`config.mk`:
```
export PLATFORM = sky130hd
export DESIGN_NAME = pipeline_hazard_controller
export DESIGN_NICKNAME = d
export VERILOG_FILES = /design/src/rtl/pipeline_hazard_controller.sv
export SDC_FILE = /design/constraint.sdc
export NUM_CORES = 1
export LEC_CHECK = 0
export ABC_AREA = 1
export CAP_MARGIN = 0
export CELL_PAD_IN_SITES_DETAIL_PLACEMENT = 2
export CELL_PAD_IN_SITES_GLOBAL_PLACEMENT = 2
export CORE_AREA = 2 2 65 73
export CTS_CLUSTER_DIAMETER = 40
export CTS_CLUSTER_SIZE = 24
export DETAILED_ROUTE_END_ITERATION = 7
export DIE_AREA = 0 0 67 75
export PLACE_DENSITY_LB_ADDON = 0.1
export SYNTH_ARGS = -nofsm -noshare
export SYNTH_HDL_FRONTEND = slang
export SYNTH_SLANG_ARGS = --single-unit
```
`constraint.sdc`:
```
create_clock -name clock -period 1.8 [get_ports clock]
set_input_delay 0.54 -clock clock [delete_from_list [all_inputs] [get_ports clock]]
set_output_delay 0.54 -clock clock [all_outputs]
set_load 0.01 [all_outputs]
```
`src/rtl/pipeline_hazard_controller.sv`:
```
// Stall/flush sequencer for the 5-stage pipeline: load-use interlock, taken-branch
// flushes and the start/wait handshake with the multicycle mult/div unit.
module pipeline_hazard_controller #(
    parameter int MD_TIMEOUT = 40,
    parameter int CNT_W      = 6
) (
    input  logic             clock,
    input  logic             reset,
    input  logic [4:0]       d_rs,
    input  logic [4:0]       d_rt,
    input  logic             d_uses_rs,
    input  logic             d_uses_rt,
    input  logic             x_is_load,
    input  logic [4:0]       x_rd,
    input  logic             x_is_multdiv,
    input  logic             x_is_div,
    input  logic             x_branch_taken,
    input  logic             md_ready,
    output logic             md_start_mult,
    output logic             md_start_div,
    output logic             stall_pc,
    output logic             stall_fd,
    output logic             stall_dx,
    output logic             flush_fd,
    output logic             flush_dx,
    output logic             bubble_xm,
    output logic             md_busy,
    output logic [CNT_W-1:0] md_cycles,
    output logic             md_timeout
);

    typedef enum logic [1:0] {
        IDLE = 2'd0,
        BUSY = 2'd1,
        DONE = 2'd2
    } state_t;

    state_t           r_state;
    logic [CNT_W-1:0] r_md_cycles;
    logic             r_md_timeout;

    logic w_start;
    logic w_in_busy;
    logic w_hold;
    logic w_load_use;
    logic w_lu_stall;
    logic w_hit_limit;

    // Outputs are gated by reset so the pipeline is released the instant reset drops.
    assign w_start     = reset && (r_state == IDLE) && x_is_multdiv && !x_branch_taken;
    assign w_in_busy   = reset && (r_state == BUSY);
    assign w_hold      = w_start || w_in_busy;
    assign w_load_use  = x_is_load && (x_rd != 5'd0) &&
                         ((d_uses_rs && (d_rs == x_rd)) || (d_uses_rt && (d_rt == x_rd)));
    assign w_lu_stall  = reset && (r_state == IDLE) && !w_start && !x_branch_taken && w_load_use;
    assign w_hit_limit = (r_md_cycles == CNT_W'(MD_TIMEOUT - 1));

    always_ff @(posedge clock or negedge reset) begin
        if (!reset) begin
            r_state      <= IDLE;
            r_md_cycles  <= '0;
            r_md_timeout <= 1'b0;
        end else begin
            case (r_state)
                IDLE: begin
                    if (w_start) begin
                        r_state     <= BUSY;
                        r_md_cycles <= '0;
                    end
                end
                BUSY: begin
                    r_md_cycles <= r_md_cycles + CNT_W'(1);
                    if (md_ready) begin
                        r_state <= DONE;
                    end else if (w_hit_limit) begin
                        r_state      <= DONE;
                        r_md_timeout <= 1'b1;
                    end
                end
                DONE: begin
                    r_state <= IDLE;
                end
                default: begin
                    r_state <= IDLE;
                end
            endcase
        end
    end

    always_comb begin
        md_start_mult = w_start && !x_is_div;
        md_start_div  = w_start && x_is_div;
        stall_pc      = w_hold || w_lu_stall;
        stall_fd      = w_hold || w_lu_stall;
        stall_dx      = w_hold;
        bubble_xm     = w_hold;
        md_busy       = w_hold;
        flush_fd      = reset && x_branch_taken;
        flush_dx      = (reset && x_branch_taken) || w_lu_stall;
    end

    assign md_cycles  = r_md_cycles;
    assign md_timeout = r_md_timeout;

endmodule

```
==> impl_metrics.yaml, run 1 <==
run_status:
  status: "finished, violations left"
  violations: "negative setup slack"
grt:
  grt_util_all_layers_pct: 11.3
  grt_pass1_wl_um: 4350
  antenna_found_initial: 0
  grt_pass1_vias: 1013
  grt_max_degree: 12
  grt_overflow: 0
finish:
  regArea_um2: 225
  design_area_mm2: 0.00131
  drive_above_1_share_pct: 35.8
  area_delta_synth_final_pct: 76.5
  fill_cells: 552
  nNetsFinal: 202
  multi_input_area_um2: 434
  antennaDiodeCount: 0
detailed_routing:
  drc: 0
  final_antenna_net_count: 0
  wire_per_inst_um: 11.7
  vias_per_cell: 4.08
  wirelength_um: 2690
  wl_met2_um: 1450
  top_layer: "met4"
  first_pass_iters: 3
  num_vias: 938
  wl_met3_um: 115
  drtIter0Drc: 13
  wl_met1_um: 1110
synthesis:
  synth_nets: 144
  netlist_area_um2: 741
  ys_top_cells_by_area: "dfrtp_1 (30%), nand2_1 (20%), inv_1 (11%)"
  synth_edf_count: 0
  synth.most_common_cell: "nand2_1"
  yosysWarnings: 0
  synth_cell_types: 19
  synthTopCellsByCount: "nand2_1 (40), inv_1 (21), nor2_1 (17)"
  synth_seq_cells: 9
  synth_largest_area_cell: "dfrtp_1"
  ys_seq_area_share_pct: 30.4
  synth_top_area_share_pct: 30.4
  avgSynthCellArea_um2: 6.22
  synth_ff_type: "dfrtp_1"
  async_flop_share_pct: 100
  syn_inst: 119
clock_tree:
  htree_levels: 1
  path_clk_slew_ns: 0.05
  insertion_delay_ns: 0.23
  clock_path_buffers: 2
  cts_tree: "yes"
  postCtsHoldBufs: 0
  cts.sinks: 9
  clockRootBuffer: "clkbuf_8"
  numCtsBuffers: 3
sta:
  fin_crit_sh_pct: 106
  maxSlewViolCount: 0
  fmax_ghz: 0.522
  finalHoldViolations: 0
  finalSetupTns_ns: -0.629
  fin_worst_skew_ns: 0.00269
  tightest_slew_ns: 0.204
  finalCriticalPeriod_ns: 1.91
  relSlewSlack_pct: 86.4
  setup-violations-final: 6
  rsz0062_at_grt: "yes"
  layout_setup_ws_ns: -0.115
critical_path:
  criticalPathCategory: "in2out"
  worstSetupEndpointType: "output pin"
  path_cells: "buf_8 > inv_4 > nor3_4 > nand3b_4 > nand2_4 > nand2_4 > nand2_1 > buf_2"
  path_max_fanout: 5
  critPathSlowestCell: "nor3_4"
  crit_required_ns: 1.26
  cp_top_family: "simple AND/OR/NAND/NOR gates"
  critPathBufInv: 3
  crit_path_frequent_cell: "nand2_4"
  cp.arrival_ns: 1.37
  slowest_delay_ns: 0.22
  startpoint_type: "input pin"
floorplanning:
  boundaryPins: 40
  die_h_um: 75
  core_mm2: 0.00425
  start_util_pct: 17.4
  num_rows: 25
  dieArea_mm2: 0.00503
  dieWidth_um: 67
pwr:
  p_comb_share_pct: 43.1
  powerDensity_mw_per_mm2: 721
  clkPwrFrac_pct: 24.6
  p_switching_uw: 326
  pwr-share-seq_pct: 32.3
  power_leakage_nw: 0.765
  ir_worst_vdd_mv: 0.499
  cell_internal_pwr_uw: 617
  switching_share_pct: 34.6
min_path:
  hold_path.class: "in2async"
place:
  dp_hpwl_um: 2280
  dpl_cell_area_mm2: 0.00127
  portBuffers: 39
  gp_congestion: 0.660
job:
  cap_violations: 0
[worst paths after layout]
check / slack (ns) / depth (start not counted) / start / to
setup / recovery: -0.11 / 8 / reset / stall_pc
hold / removal: 0.21 / 2 / reset / md_timeout
setup reg to reg: 0.38 / 7 / r_state[0] / md_cycles[2]
hold reg to reg: 0.48 / 1 / md_timeout / md_timeout
max in group asynchronous: 1.45 / 2 / reset / md_cycles[2]
min in group clock: 0.48 / 1 / md_timeout / md_timeout
[worst register-to-register path, delay by kind of cell (launching register included)]
kind | cells | cell delay (ns)
simple gates | 3 | 0.44
flops | 1 | 0.40
compound gates | 1 | 0.07
buf+inv | 3 | 0.39
[metal layers]
layer	up-vias	track usage, %
met5	-	0
met4	0	3.40
met3	2	1.20
met2	19	22.0
met1	446	12.7
li1	471	-
[power groups by stage]
stage | clock, mW | sequential, mW | combinational (mW)
floorplan | 0 | 0.318 | 0.162
global placement | 0 | 0.305 | 0.406
detailed placement | 0 | 0.307 | 0.418
CTS | 0.244 | 0.306 | 0.412
global route | 0.252 | 0.318 | 0.455
finish | 0.232 | 0.305 | 0.406
[layout make-up]
class	instances	area share (%)
multi-input cells	84	33.2
well taps	54	5.17
clock buffers	4	3.44
repair buffers	56	34.2
inverters	23	6.79
flip-flops and latches	9	17.2
[repair_timing]
item	CTS	global route
pin swaps	30	15
gates cloned	0	0
gates resized for setup	117	10
buffers inserted	2	2
endpoints found under the setup margin	9	10
[state kept, by name, summed over array words and instances (netlist names)]
register    cells
md_cycles       6
md_timeout      1
r_state         2
[cells by family (layout without fill, tap and decap cells)]
| logic type | count (synthesis) | after routing | share of synthesized area, % |
|---|---|---|---|
| AOI/OAI and AO/OA | 7 | 7 | 6.08 |
| DFF | 9 | 9 | 30.4 |
| buffers and inverters | 26 | 83 | 14.7 |
| adders and majority gates | 1 | 1 | 1.69 |
| and+or+nand+nor | 76 | 76 | 47.1 |
[cell usage in the layout, fill, tap and decap left out, types with 2 or more instances in the layout]
cell,count
buf_6,6
nand2_4,2
a21oi_1,2
inv_2,6
clkbuf_2,2
o21ai_0,2
nand2_1,40
clkdlybuf4s15_1,3
nand3_1,11
clkbuf_8,3
buf_2,15
dlygate4sd2_1,4
nor2_2,3
buf_4,16
nor2_1,14
clkdlybuf4s50_1,7
inv_1,16
dfrtp_1,9
nand3_2,2
[stage by stage]
stage | hold WS, ns | util, % | instances | setup slack (ns) | total power [mW]
2_1_floorplan | 0.244 | - | 119 | 0.00903 | 0.481
3_3_place_gp | 0.461 | 29.9 | 222 | -0.983 | 0.711
3_5_place_dp | 0.470 | 29.9 | 222 | -1.02 | 0.725
4_1_cts | 0.203 | 30.4 | 228 | -0.151 | 0.962
5_1_grt | 0.211 | 30.7 | 230 | -0.207 | 1.03
6_report | 0.208 | 30.7 | 230 | -0.115 | 0.943
Power figures use the tool's default switching activity.
==> run 2: changes to the inputs <==
- GPL_TIMING_DRIVEN: not set -> 0
==> run 2 against run 1 <==
  * The run still ends with negative setup slack left
  * Clock-buffer cell count did not move
  * Utilization rose by 0.24 points
  * Critical path type unchanged
  * Via count rose by 0.53%
  * First-iteration DRC count fell by 38%
  * Largest cell class is now multi-input gates
  * Flip-flop and latch count did not move
  * Hold slack improved by 0.11 ns
==> impl_metrics.yaml, run 2 (synthesized netlist as in run 1, its figures left out) <==
run_status:
  status: "finished, violations left"
  violations: "negative setup slack"
critical_path:
  critPathSlowestCell: "nor3_2"
  reg2regPathDepth: 6
  path_cells: "buf_2 > inv_2 > nand3_2 > nor3_2 > nor2_2 > nand2_2 > nand2_2 > buf_4 > buf_6"
  worstSetupEndpointType: "output pin"
  cp.depth: 9
  startpoint_type: "input pin"
  reg2reg_from: "r_state[1]"
  critPathBufInv: 4
  path_max_fanout: 3
  slowest_delay_ns: 0.19
  startpoint: "x_rd[4]"
  cp_top_family: "simple AND/OR/NAND/NOR gates"
  r2r-end: "md_cycles[5]"
  crit_path_frequent_cell: "nand2_2"
  criticalPathCategory: "in2out"
  cp.arrival_ns: 1.43
  crit_required_ns: 1.26
  ff2ff_setup_slack_ns: 0.46
  endpoint: "stall_pc"
clock_tree:
  insertion_delay_ns: 0.24
  path_clk_slew_ns: 0.05
  numCtsBuffers: 3
  htree_levels: 1
  cts_tree: "yes"
  clockRootBuffer: "clkbuf_8"
  clock_path_buffers: 2
  postCtsHoldBufs: 0
  cts.sinks: 9
job:
  cap_violations: 0
sta:
  finalCriticalPeriod_ns: 1.97
  setup-violations-final: 8
  rsz0062_at_grt: "yes"
  fmax_ghz: 0.508
  maxSlewViolCount: 0
  finalSetupTns_ns: -0.890
  fin_worst_skew_ns: 0.000890
  finalHoldViolations: 0
  layout_setup_ws_ns: -0.168
  fin_crit_sh_pct: 109
  tightest_slew_ns: 0.212
  relSlewSlack_pct: 85.8
grt:
  grt_pass1_vias: 1064
  grt_util_all_layers_pct: 12.6
  grt_overflow: 0
  grt_pass1_wl_um: 4750
  grt_max_degree: 7
  antenna_found_initial: 0
detailed_routing:
  drc: 0
  final_antenna_net_count: 0
  wirelength_um: 2840
  wire_per_inst_um: 12.6
  first_pass_iters: 2
  vias_per_cell: 4.17
  drtIter0Drc: 8
  num_vias: 943
place:
  pre_cts_slack_ns: -1.61
  dp_hpwl_um: 2140
  gp_congestion: 0.686
  portBuffers: 39
pwr:
  powerDensity_mw_per_mm2: 732
  power_leakage_nw: 0.744
  ir_worst_vdd_mv: 0.510
min_path:
  hold_path.class: "in2async"
floorplanning:
  num_rows: 25
  dieArea_mm2: 0.00503
  die_h_um: 75
  boundaryPins: 40
  dieWidth_um: 67
  core_mm2: 0.00425
  start_util_pct: 17.4
finish:
  layout_common_cells: "nand2_1 (38), inv_1 (15), buf_4 (13), buf_2 (12)"
  final_common_cell: "nand2_1"
  area_delta_synth_final_pct: 77.9
  drive_above_1_share_pct: 38.4
  fill_cells: 532
  final_core_util_pct: 31.0
  nNetsFinal: 198
  largest_reg_flops: 6
  antennaDiodeCount: 0
run 2: cell count changes in the layout (fill, tap and decap cells not counted), sizes merged:
| cell | previous run | this run |
|---|---|---|
| clkdlybuf4s50 | 7 | 8 |
| buf | 38 | 34 |
| clkbuf | 6 | 7 |
| clkdlybuf4s15 | 4 | 2 |
run 2: area by class of cell:
cell class | count | area [µm²] | share of cell area, %
clock buffer | 4 | 45.0 | 3.42
timing repair buffer | 49 | 404 | 30.7
inverter | 23 | 91.3 | 6.93
multi-input combinational | 84 | 457 | 34.7
buffer | 3 | 26.3 | 1.99
sequential | 9 | 226 | 17.2
tap | 54 | 67.6 | 5.13
run 2: worst min-delay path by stage:
stage	slack, ns	depth (start not counted)	endpoint
2_1_floorplan	0.24	0	md_cycles[0]
3_3_place_gp	0.46	1	md_timeout
3_5_place_dp	0.47	1	md_timeout
4_1_cts	0.31	3	r_state[1]
5_1_grt	0.32	3	r_state[1]
6_report	0.32	3	r_state[1]
run 2: routing by layer:
layer  track usage [%]  share of wire (%)
met3              1.94                3.8
met2              24.0                 56
met4              4.76                1.3
met1              14.0                 39
met5                 0                  0
run 2: timing repair:
action                                 4_1_cts  5_1_grt
pin swaps                                   31       10
gates resized for setup                    122       19
endpoints found under the hold margin        0        0
setup buffers                                9        1
setup endpoints to repair                   16        9
run 2: stage by stage:
stage	hold WS, ns	cell area, µm²	total power [mW]	std cells
6_report	0.318	1320	0.965	226
5_1_grt	0.317	1320	1.04	226
4_1_cts	0.312	1270	0.966	225
3_5_place_dp	0.466	1200	0.704	212
3_3_place_gp	0.460	1200	0.690	212
2_1_floorplan	0.244	741	0.481	119
run 2: report_power, final:
part | total (mW) | switching (mW) | internal (mW)
clock network | 0.242 | 0.0874 | 0.155
logic | 0.414 | 0.197 | 0.217
registers | 0.308 | 0.0570 | 0.251
run 2: worst min-delay path, stage by stage:
cell and delay (ns):
buf_12 0.08, buf_4 0.12, buf_4 0.14
==> run 3: changes to the inputs <==
- CTS_CLUSTER_DIAMETER: 40 -> 150
==> results of run 3 <==
The final DEF is identical to that of run 2; final timing and power are the same.
